[src/rtl/mul_bcd_seq.sv]
// mul_bcd_seq: sequential 4x4 multiply followed by binary-to-BCD conversion.
// A start request latches the operands. A 4-step shift-add loop forms the
// 8-bit product, and an 8-step double-dabble loop converts it to BCD.
// The product and the digits are registered for the seven-segment scanner.
// Optional macro LEADING_ZERO_BLANK_EN drives the per-digit blank mask so
// that leading zeros are suppressed. Without it, blank is tied to 4'b0000.
module mul_bcd_seq (
  input  logic       clk,
  input  logic       rst,
  input  logic       start,
  input  logic [3:0] a,
  input  logic [3:0] b,
  output logic       busy,
  output logic       done,
  output logic [7:0] product,
  output logic [3:0] thousands,
  output logic [3:0] hundreds,
  output logic [3:0] tens,
  output logic [3:0] ones,
  output logic [3:0] blank
);

  typedef enum logic [1:0] {
    S_IDLE = 2'd0,
    S_MUL  = 2'd1,
    S_BCD  = 2'd2,
    S_DONE = 2'd3
  } state_t;

  state_t      state_q, state_d;
  logic [3:0]  a_q, a_d;
  logic [3:0]  b_q, b_d;
  logic [7:0]  acc_q, acc_d;
  logic [2:0]  cnt_q, cnt_d;
  logic [19:0] scratch_q, scratch_d;
  logic [7:0]  product_q, product_d;
  logic [3:0]  thousands_q, thousands_d;
  logic [3:0]  hundreds_q, hundreds_d;
  logic [3:0]  tens_q, tens_d;
  logic [3:0]  ones_q, ones_d;

  // One double-dabble step on {12-bit BCD, 8-bit binary}. Each BCD nibble
  // that is 5 or more gets 3 added to it, then the whole register shifts
  // left by one bit.
  function automatic logic [19:0] dabble_step(input logic [19:0] s);
    logic [19:0] t;
    t = s;
    for (int k = 0; k < 3; k++) begin
      if (t[8+4*k +: 4] >= 4'd5) begin
        t[8+4*k +: 4] = t[8+4*k +: 4] + 4'd3;
      end
    end
    return {t[18:0], 1'b0};
  endfunction

  // State and datapath registers. Reset aborts any operation in progress
  // and clears all of the outputs.
  always_ff @(posedge clk or posedge rst) begin
    if (rst) begin
      state_q     <= S_IDLE;
      a_q         <= '0;
      b_q         <= '0;
      acc_q       <= '0;
      cnt_q       <= '0;
      scratch_q   <= '0;
      product_q   <= '0;
      thousands_q <= '0;
      hundreds_q  <= '0;
      tens_q      <= '0;
      ones_q      <= '0;
    end else begin
      state_q     <= state_d;
      a_q         <= a_d;
      b_q         <= b_d;
      acc_q       <= acc_d;
      cnt_q       <= cnt_d;
      scratch_q   <= scratch_d;
      product_q   <= product_d;
      thousands_q <= thousands_d;
      hundreds_q  <= hundreds_d;
      tens_q      <= tens_d;
      ones_q      <= ones_d;
    end
  end

  // Next-state logic and datapath step logic. The output registers change
  // only on the transition into DONE.
  always_comb begin
    state_d     = state_q;
    a_d         = a_q;
    b_d         = b_q;
    acc_d       = acc_q;
    cnt_d       = cnt_q;
    scratch_d   = scratch_q;
    product_d   = product_q;
    thousands_d = thousands_q;
    hundreds_d  = hundreds_q;
    tens_d      = tens_q;
    ones_d      = ones_q;
    case (state_q)
      S_IDLE: begin
        if (start) begin
          a_d     = a;
          b_d     = b;
          acc_d   = '0;
          cnt_d   = '0;
          state_d = S_MUL;
        end
      end
      S_MUL: begin
        if (b_q[cnt_q[1:0]]) begin
          acc_d = acc_q + ({4'b0000, a_q} << cnt_q[1:0]);
        end
        cnt_d = cnt_q + 3'd1;
        if (cnt_q == 3'd3) begin
          cnt_d     = '0;
          scratch_d = {12'b0, acc_d};
          state_d   = S_BCD;
        end
      end
      S_BCD: begin
        scratch_d = dabble_step(scratch_q);
        cnt_d     = cnt_q + 3'd1;
        if (cnt_q == 3'd7) begin
          cnt_d       = '0;
          product_d   = acc_q;
          thousands_d = 4'd0;
          hundreds_d  = scratch_d[19:16];
          tens_d      = scratch_d[15:12];
          ones_d      = scratch_d[11:8];
          state_d     = S_DONE;
        end
      end
      S_DONE: begin
        state_d = S_IDLE;
      end
      default: begin
        state_d = S_IDLE;
      end
    endcase
  end

  assign busy      = (state_q != S_IDLE);
  assign done      = (state_q == S_DONE);
  assign product   = product_q;
  assign thousands = thousands_q;
  assign hundreds  = hundreds_q;
  assign tens      = tens_q;
  assign ones      = ones_q;

`ifdef LEADING_ZERO_BLANK_EN
  // Blank each leading zero digit. The ones digit is always shown.
  always_comb begin
    blank    = 4'b0000;
    blank[3] = (thousands_q == 4'd0);
    blank[2] = blank[3] & (hundreds_q == 4'd0);
    blank[1] = blank[2] & (tens_q == 4'd0);
    blank[0] = 1'b0;
  end
`else
  assign blank = 4'b0000;
`endif

endmodule

[config.mk]
export PLATFORM = sky130hd
export DESIGN_NAME = mul_bcd_seq
export DESIGN_NICKNAME = d
export VERILOG_FILES = /design/src/rtl/mul_bcd_seq.sv
export SDC_FILE = /design/constraint.sdc
export NUM_CORES = 1
export LEC_CHECK = 0
export ABC_CLOCK_PERIOD_IN_PS = 2900
export CORE_UTILIZATION = 56
export DETAILED_ROUTE_END_ITERATION = 6
export PLACE_DENSITY = 0.8
export SETUP_SLACK_MARGIN = 0.3
export SLEW_MARGIN = 20
export SYNTH_ARGS = -nofsm -noshare
export SYNTH_HDL_FRONTEND = slang
export SYNTH_SLANG_ARGS = --single-unit
export TNS_END_PERCENT = 100
[constraint.sdc]
create_clock -name clk -period 2.9 [get_ports clk]
set_clock_uncertainty 0.05 [all_clocks]
set_input_delay 0.58 -clock clk [delete_from_list [all_inputs] [get_ports clk]]
set_output_delay 0.58 -clock clk [all_outputs]
set_load 0.02 [all_outputs]
# [Yosys cells after proc, flatten, opt, wreduce, memory -nomap -nowiden]
# Index checks and enable logic that the tools add are counted.
[word_totals] regBits=61 out_inout_bits=30 wordCells=57
[classes] add_sub_neg=5 magnitude_cmp=4 n_eq_ne=8 shifts=1 muxes=18 reduce_logical=11
[op_table] op="case mux 20 bit (2 select lines)" n=1
[op_table] op="2-to-1 mux 20 bit" n=1
[op_table] op="2-to-1 mux 8 bit" n=2
[op_table] op="case mux 8 bit (2 select lines)" n=1
[op_table] op=">= comparator 4 x 3 -> 1 bit (second input constant)" n=3
[op_table] op="2-to-1 mux 3 bit" n=4
[op_table] op="AND reduction 2 bit" n=5
[op_table] op="case mux 3 bit (3 select lines)" n=1
[op_table] op="adder 4 x 2 -> 4 bit (second input constant)" n=2
[op_table] op="adder 8 bit" n=1
[op_table] op="2-to-1 mux 4 bit" n=2
[op_table] op="case mux 2 bit (4 select lines)" n=1
[op_table] op="<< shifter 4 x 2 -> 8 bit" n=1
[op_table] op="2-to-1 mux 2 bit" n=3
[op_table] op="inequality test 2 bit (second input constant)" n=3
[op_table] op="nonzero test 2 bit" n=3
[op_table] op="equality test 2 bit (second input constant)" n=2
[op_table] op="adder 3 x 1 -> 3 bit (second input constant)" n=1
[op_table] op="adder 3 x 2 -> 3 bit (second input constant)" n=1
[op_table] op="equality test 3 x 2 -> 1 bit (second input constant)" n=1
[op_table] op="equality test 3 bit (second input constant)" n=1
[op_table] op="less-than comparator 2 x 3 -> 1 bit (second input constant)" n=1
[op_table] op="AND reduction 3 bit" n=1
[op_table] op="nonzero test 3 bit" n=1
[op_table] op="4 further kinds" n=4

# [Depth between registers and ports, before layout]
# Gate-level depths: netlist (run 1).
[logic_depth] ltp_word=5 ltp_mapped=10

# [Worst setup path after synthesis (run 1)]
# Ideal clock, no wire load.
[synth_timing] path_kind="register to register" startpoint="reg cnt_q[0]" endpoint="reg acc_q[5]" t_arrival_ns=2.207 required_time_ns=2.724 slack_ns=0.517 stages_incl_launch_ff=11 period_less_slack_ns=2.383 cell_sequence="dfrtp_1 > buf_6 > mux2_2 > nand2_1 > o21ai_0 > ha_1 > a21o_1 > a31oi_1 > nand3b_1 > a41oi_1 > o21ai_1"
[synth_between] elab_chain_len=4 elab_cells_between_ends=6 cone_classes="1 x add/sub; 1 x shift; 4 x mux"
[synth_lines] item="start, declared" line="34" rtl="logic [2:0] cnt_q, cnt_d;"
[synth_lines] item="start signal, assigned" line="76" rtl="cnt_q <= cnt_d;"
[synth_lines] item="<< shifter 4 x 2 -> 8 bit / binary-select mux 1 bit (select 2 bit) (equally long branches)" line="112, 111"
[synth_lines] item="adder 8 bit / 2-to-1 mux 1 bit (equally long branches)" line="112, 111"
[synth_lines] item="2-to-1 mux 8 bit *" line="111" rtl="if (b_q[cnt_q[1:0]]) begin"
[synth_lines] item="case mux 8 bit (2 select lines) *" line="100" rtl="case (state_q)"
[synth_lines] item="end signal, assigned" line="63" rtl="acc_q <= '0;"
[synth_lines] item="end signal, assigned" line="75" rtl="acc_q <= acc_d;"
[synth_lines] item="end, declared" line="33" rtl="logic [7:0] acc_q, acc_d;"
# Every way passes the cells marked *; elsewhere a longest branch is shown, timed or not. The select of a mux whose other input is x is not followed.
# A chain may end at the register's enable or synchronous reset.

# [Worst setup path after layout (run 1)]
[layout_timing] startpoint="reg cnt_q[0]" endpoint="reg acc_q[6]"
# The elaborated chain is that of the path after synthesis.

==> flow_summary.yaml, run 1 <==
cts:
  ctsHoldBuffers: 0
  clk_pin_slew_worst_paths_ns: 0.07
  cts_root_buf: "clkbuf_8"
  cts.path.max_buffers: 2
  cts.sinks: 61
  h-tree-depth: 3
  insertion_delay_ns: 0.34
  cts_made_buffers: 9
  cts_tree: "yes"
logic_synthesis:
  ys_warn_count: 0
  ys.flop_type: "dfrtp_1"
  synth_seq_area_share_pct: 44.6
  syn_area_per_cell_um2: 10.0
  netlist_area_um2: 3420
  synth_edf_count: 0
  syn_inst: 341
  synth-seq-cells: 61
  ys_types: 45
  postSynth.asyncResetShare_pct: 100
sta:
  hold_viol: 0
  report.final.setup_viol: 0
  setup_ws_ns: 0.405
  drv_slew: 0
  fmax_mhz: 401
  post-route-period-util_pct: 86.0
  rsz0062_at_grt: "yes"
  max_slew.worst_pin.slew_ns: 0.604
  period_minus_slack_ns: 2.50
  setup_tns_ns: 0
  slew_headroom_pct: 59.8
global_routing:
  grt_use_total_pct: 23.9
  antenna_found_initial: 0
  first_global_vias: 2426
  grt_pass1_wl_mm: 11.5
  grt_max_degree: 41
  grt-ovfl-total: 0
die:
  initial_utilization_pct: 57.8
  core_area_um2: 5920
  pin_count: 41
  die_w_um: 80.2
  chipHeight_um: 80.2
  die_area_um2: 6430
  num_rows: 28
critical_path:
  critPathLaunch: "cnt_q[0]"
  crit_family: "compound AO/OA/AOI/OAI gates"
  cpPeakStageDelay_ns: 0.41
  crit_top_cell: "o21ai_0"
  startpoint_type: "flip-flop"
  worst-path-buf-inv: 0
  path_cells: "mux2_2, nand2_1, o21ai_0, ha_1, a21o_1, a221oi_2, xnor2_1, a32oi_1, o21ai_0"
  crit_fanout: 5
  r2r_start: "cnt_q[0]"
  cp_slowest_cell: "dfrtp_2"
  required_ns: 3.11
  arrival_ns: 2.70
  critPathKind: "flip-flop to flip-flop"
  crit_path_end_kind: "flip-flop"
detailed_routing:
  post_drt_wl_per_cell_um: 15.1
  ant_nets: 0
  vias_per_cell: 5.84
  wl_mm: 6.95
  drtIter0Drc: 268
  firstDrtPassIters: 4
  vias: 2679
  drc: 0
power:
  peakVddDrop_mv: 0.629
  p_sw_uw: 1400
  powerDensity_nw_per_um2: 857
  p_seq_share_pct: 33.3
  switching_share_pct: 40.2
  leakagePower_uw: 0.00185
  internal-power_uw: 2080
  power_frac_comb_pct: 43.5
  p_clk_share_pct: 23.2
cells_and_area:
  drive_gt1_share_pct: 14.6
  fin_nets: 414
  final_common_cell: "dfrtp_1"
  layout_common_cells: "dfrtp_1 (60), o21ai_0 (42), nand2_1 (41)"
  area_growth_pct: 18.6
  antenna_cells: 0
  utilization_pct: 68.6
hold_path:
  hold_path_class: "flip-flop to flip-flop"
  min_from: "ones[2]"
placed_design:
  port_buffers: 32
  dp_hpwl_mm: 4.93
  gp_congestion: 0.924
  place_ws_ns: 0.297
outcome:
  status: "finished clean"
flow_run:
  maxCapViolCount: 0
[power groups by stage]
stage               registers [uW]  logic (uW)  clock network [uW]
floorplan                     1120        1150                   0
global placement              1160        1390                   0
detailed placement            1170        1440                   0
CTS                           1160        1450                 813
global route                  1180        1660                 849
finish                        1160        1510                 808
[synth_stat cells (all sizes together) (8+ instances only)]
cell,count,area share (%)
inv,14,1.5
clkbuf,8,0.88
o21ai,46,6.8
a21oi,16,2.4
mux2,21,6.9
mux2i,11,3.2
ha,23,8.4
buf,13,2.8
dfrtp,61,45
nand2,41,4.5
nor2,11,1.2
[worst min-delay path, stage by stage (launching register included)]
cell and delay, ns:
dfrtp_1 0.34, nand2_1 0.04, o21ai_0 0.06
[kinds of logic (layout without fill, tap and decap cells)]
| family | Yosys count | count (layout) | share of synthesized area [%] |
|---|---|---|---|
| AO/OA/AOI/OAI | 90 | 90 | 16.1 |
| XOR/XNOR | 7 | 7 | 1.79 |
| adder cells (fa/ha/maj) | 24 | 24 | 8.99 |
| buffers and inverters | 35 | 71 | 5.19 |
| flip-flops | 61 | 61 | 44.6 |
| multiplexers | 33 | 33 | 10.8 |
| other | 1 | 8 | 0.110 |
| AND/OR/NAND/NOR | 90 | 90 | 12.5 |
[layout make-up]
| type | count | area [um^2] |
|---|---|---|
| multi-input cells | 252 | 1760 |
| well taps | 75 | 93.8 |
| fillers | 461 | 1860 |
| flip-flops and latches | 61 | 1530 |
| clock inverters | 3 | 42.5 |
| inverters | 14 | 52.6 |
| clock buffers | 13 | 169 |
| repair buffers | 41 | 412 |
[worst paths after layout]
| check | slack [ns] | depth (start not counted) | to |
|---|---|---|---|
| hold reg to reg | 0.43 | 2 | ones[2] |
| setup reg to reg | 0.40 | 9 | acc_q[6] |
| min in group asynchronous | 0.51 | 2 | tens[2] |
| max in group asynchronous | 1.72 | 3 | acc_q[6] |
| setup / recovery | 0.40 | 9 | acc_q[6] |
| hold / removal | 0.43 | 2 | ones[2] |
[routing by layer]
layer | vias up | wire [um] | track usage (%)
li1 | 1261 | - | -
met1 | 1312 | 3160 | 32.0
met2 | 90 | 3320 | 37.0
met3 | 16 | 300 | 5.57
met4 | 0 | 168 | 10.2
met5 | - | 0 | 0
[metrics by stage]
step	area, um^2	total power [uW]	instances	hold slack, ns
after floorplan	3450	2270	348	0.395
after global placement	3800	2550	441	0.411
after detailed placement	3800	2610	441	0.418
after CTS	4020	3420	457	0.433
after global routing	4060	3690	459	0.456
final	4060	3480	459	0.428
[what timing repair did]
| action | 4_1_cts | 5_1_grt |
|---|---|---|
| pin swaps | 0 | 1 |
| gates cloned | 0 | 0 |
| resized for setup | 2 | 3 |
| buffers inserted | 0 | 2 |
| setup endpoints to repair | 2 | 15 |
[registers in the layout, summed over array words and instances, names as in the netlist]
signal,cells
cnt_q,3
tens,4
hundreds,4
b_q,4
acc_q,8
ones,4
scratch_q,20
product,8
a_q,4
state_q,2
No activity file was read; power rests on OpenSTA's default activity.
==> run 2: changes to the inputs <==
--- a/config.mk
+++ b/config.mk
@@ -10,6 +10,7 @@
 export DETAILED_ROUTE_END_ITERATION = 6
 export PLACE_DENSITY = 0.8
 export SETUP_SLACK_MARGIN = 0.3
+export SKIP_CTS_REPAIR_TIMING = 1
 export SLEW_MARGIN = 20
 export SYNTH_ARGS = -nofsm -noshare
 export SYNTH_HDL_FRONTEND = slang
==> run 2 against run 1 <==
  * Worst setup slack got worse by 0.032 ns
  * First-iteration DRC count fell by 19%
  * Final cell count stayed put
  * Combinational power is essentially flat
  * Final area down 0.22%
  * Sequential power about the same
  * Fmax decreased by 1.2%
  * Sequential share of layout area is 0.081 points higher
  * Largest cell class unchanged
  * Largest power group unchanged
==> flow_summary.yaml, run 2 (synthesis results as in run 1) <==
outcome:
  status: "finished clean"
cts:
  insertion_delay_ns: 0.34
  cts_tree: "yes"
  cts.sinks: 61
  clk_pin_slew_worst_paths_ns: 0.07
  cts_root_buf: "clkbuf_8"
  cts.path.max_buffers: 2
  h-tree-depth: 3
  cts_made_buffers: 9
detailed_routing:
  vias: 2671
  post_drt_wl_per_cell_um: 15.3
  ant_nets: 0
  drtIter0Drc: 217
  vias_per_cell: 5.82
  wl_mm: 7.03
  drc: 0
  firstDrtPassIters: 6
power:
  p_sw_uw: 1400
  switching_share_pct: 40.3
  leakagePower_uw: 0.00186
  fin_total_pwr_uw: 3480
  p_clk_share_pct: 23.3
  power_frac_comb_pct: 43.5
  powerDensity_nw_per_um2: 860
  peakVddDrop_mv: 0.624
  internal-power_uw: 2080
  p_seq_share_pct: 33.2
hold_path:
  hold_path_class: "flip-flop to flip-flop"
  hold_end: "ones[2]"
  min_from: "ones[2]"
  worstHoldPathCells: 2
die:
  initial_utilization_pct: 57.8
  die_w_um: 80.2
  num_rows: 28
  die_area_um2: 6430
  pin_count: 41
  chipHeight_um: 80.2
  core_area_um2: 5920
global_routing:
  grt_use_total_pct: 23.7
  grt-ovfl-total: 0
  first_global_vias: 2399
  antenna_found_initial: 0
  grt_pass1_wl_mm: 11.4
  grt_max_degree: 41
cells_and_area:
  multi_input_area_um2: 1760
  top_register: "scratch_q"
  area_growth_pct: 18.3
  seqCellArea_um2: 1530
  drive_gt1_share_pct: 14.6
  final_common_cell: "dfrtp_1"
  nFillCells: 460
  largest_register_ffs: 20
  fin_nets: 414
  antenna_cells: 0
  layout_common_cells: "dfrtp_1 (60), o21ai_0 (42), nand2_1 (41)"
placed_design:
  gp_congestion: 0.924
  dp_hpwl_mm: 4.93
  port_buffers: 32
critical_path:
  ff2ff_setup_slack_ns: 0.37
  critPathKind: "flip-flop to flip-flop"
  arrival_ns: 2.74
  worstRegToRegCells: 9
  startpoint_type: "flip-flop"
  crit_path_end_kind: "flip-flop"
  required_ns: 3.12
  r2r_end: "scratch_q[6]"
  crit_fanout: 5
  r2r_start: "cnt_q[0]"
sta:
  period_minus_slack_ns: 2.53
  drv_slew: 0
  max_slew.worst_pin.slew_ns: 0.599
  slew_headroom_pct: 60.1
  post-route-period-util_pct: 87.1
  fmax_mhz: 396
  report.final.setup_viol: 0
  setup_tns_ns: 0
  rsz0062_at_grt: "no"
  hold_viol: 0
flow_run:
  maxCapViolCount: 0
[run 2: final cells by class]
| cell class | instances | share of cell area [%] |
|---|---|---|
| clock buffer | 13 | 4.17 |
| clock inverter | 3 | 1.05 |
| inverter | 14 | 1.30 |
| multi-input combinational | 252 | 43.5 |
| sequential | 61 | 37.7 |
| tap | 75 | 2.32 |
| timing repair buffer | 41 | 9.95 |
[run 2: worst max-delay path by stage]
stage / endpoint / cells after the start / from
floorplan: acc_q[5] / 10 / cnt_q[0]
global placement: acc_q[5] / 9 / cnt_q[0]
detailed placement: acc_q[5] / 9 / cnt_q[0]
CTS: busy / 4 / state_q[0]
global route: acc_q[6] / 9 / cnt_q[0]
finish: scratch_q[6] / 9 / cnt_q[0]
[run 2: routing by layer]
metal / GRT usage (%) / vias to the layer above / share of wire [%]
met5: 0 / - / 0
met4: 9.64 / 0 / 2.4
met3: 5.57 / 22 / 5.1
met2: 36.3 / 89 / 48
met1: 32.3 / 1298 / 44
li1: - / 1262 / -
[run 2: power by group through the flow]
stage,clock network [uW],registers (uW),logic (uW)
floorplan,0,1120,1150
global placement,0,1160,1390
detailed placement,0,1170,1440
CTS,813,1160,1450
global route,852,1180,1660
finish,810,1160,1520
[run 2: metrics by stage]
step	utilization (%)	cell area, um^2	hold slack (ns)	std cells	worst slack, ns
finish	68.4	4050	0.428	459	0.373
global route	68.4	4050	0.456	459	0.239
CTS	67.8	4020	0.433	457	0.268
detailed placement	64.2	3800	0.418	441	0.297
global placement	64.2	3800	0.411	441	0.418
floorplan	-	3450	0.395	348	0.517
[run 2: worst max-delay path, cell delays in order, from the launching register on]
cell and delay [ns]:
dfrtp_2 0.38, mux2_2 0.34, nand2_1 0.07, o21ai_0 0.14, ha_1 0.41, a21o_1 0.24, a221oi_2 0.35, xnor2_1 0.19
mux2i_1 0.13, o21ai_0 0.16
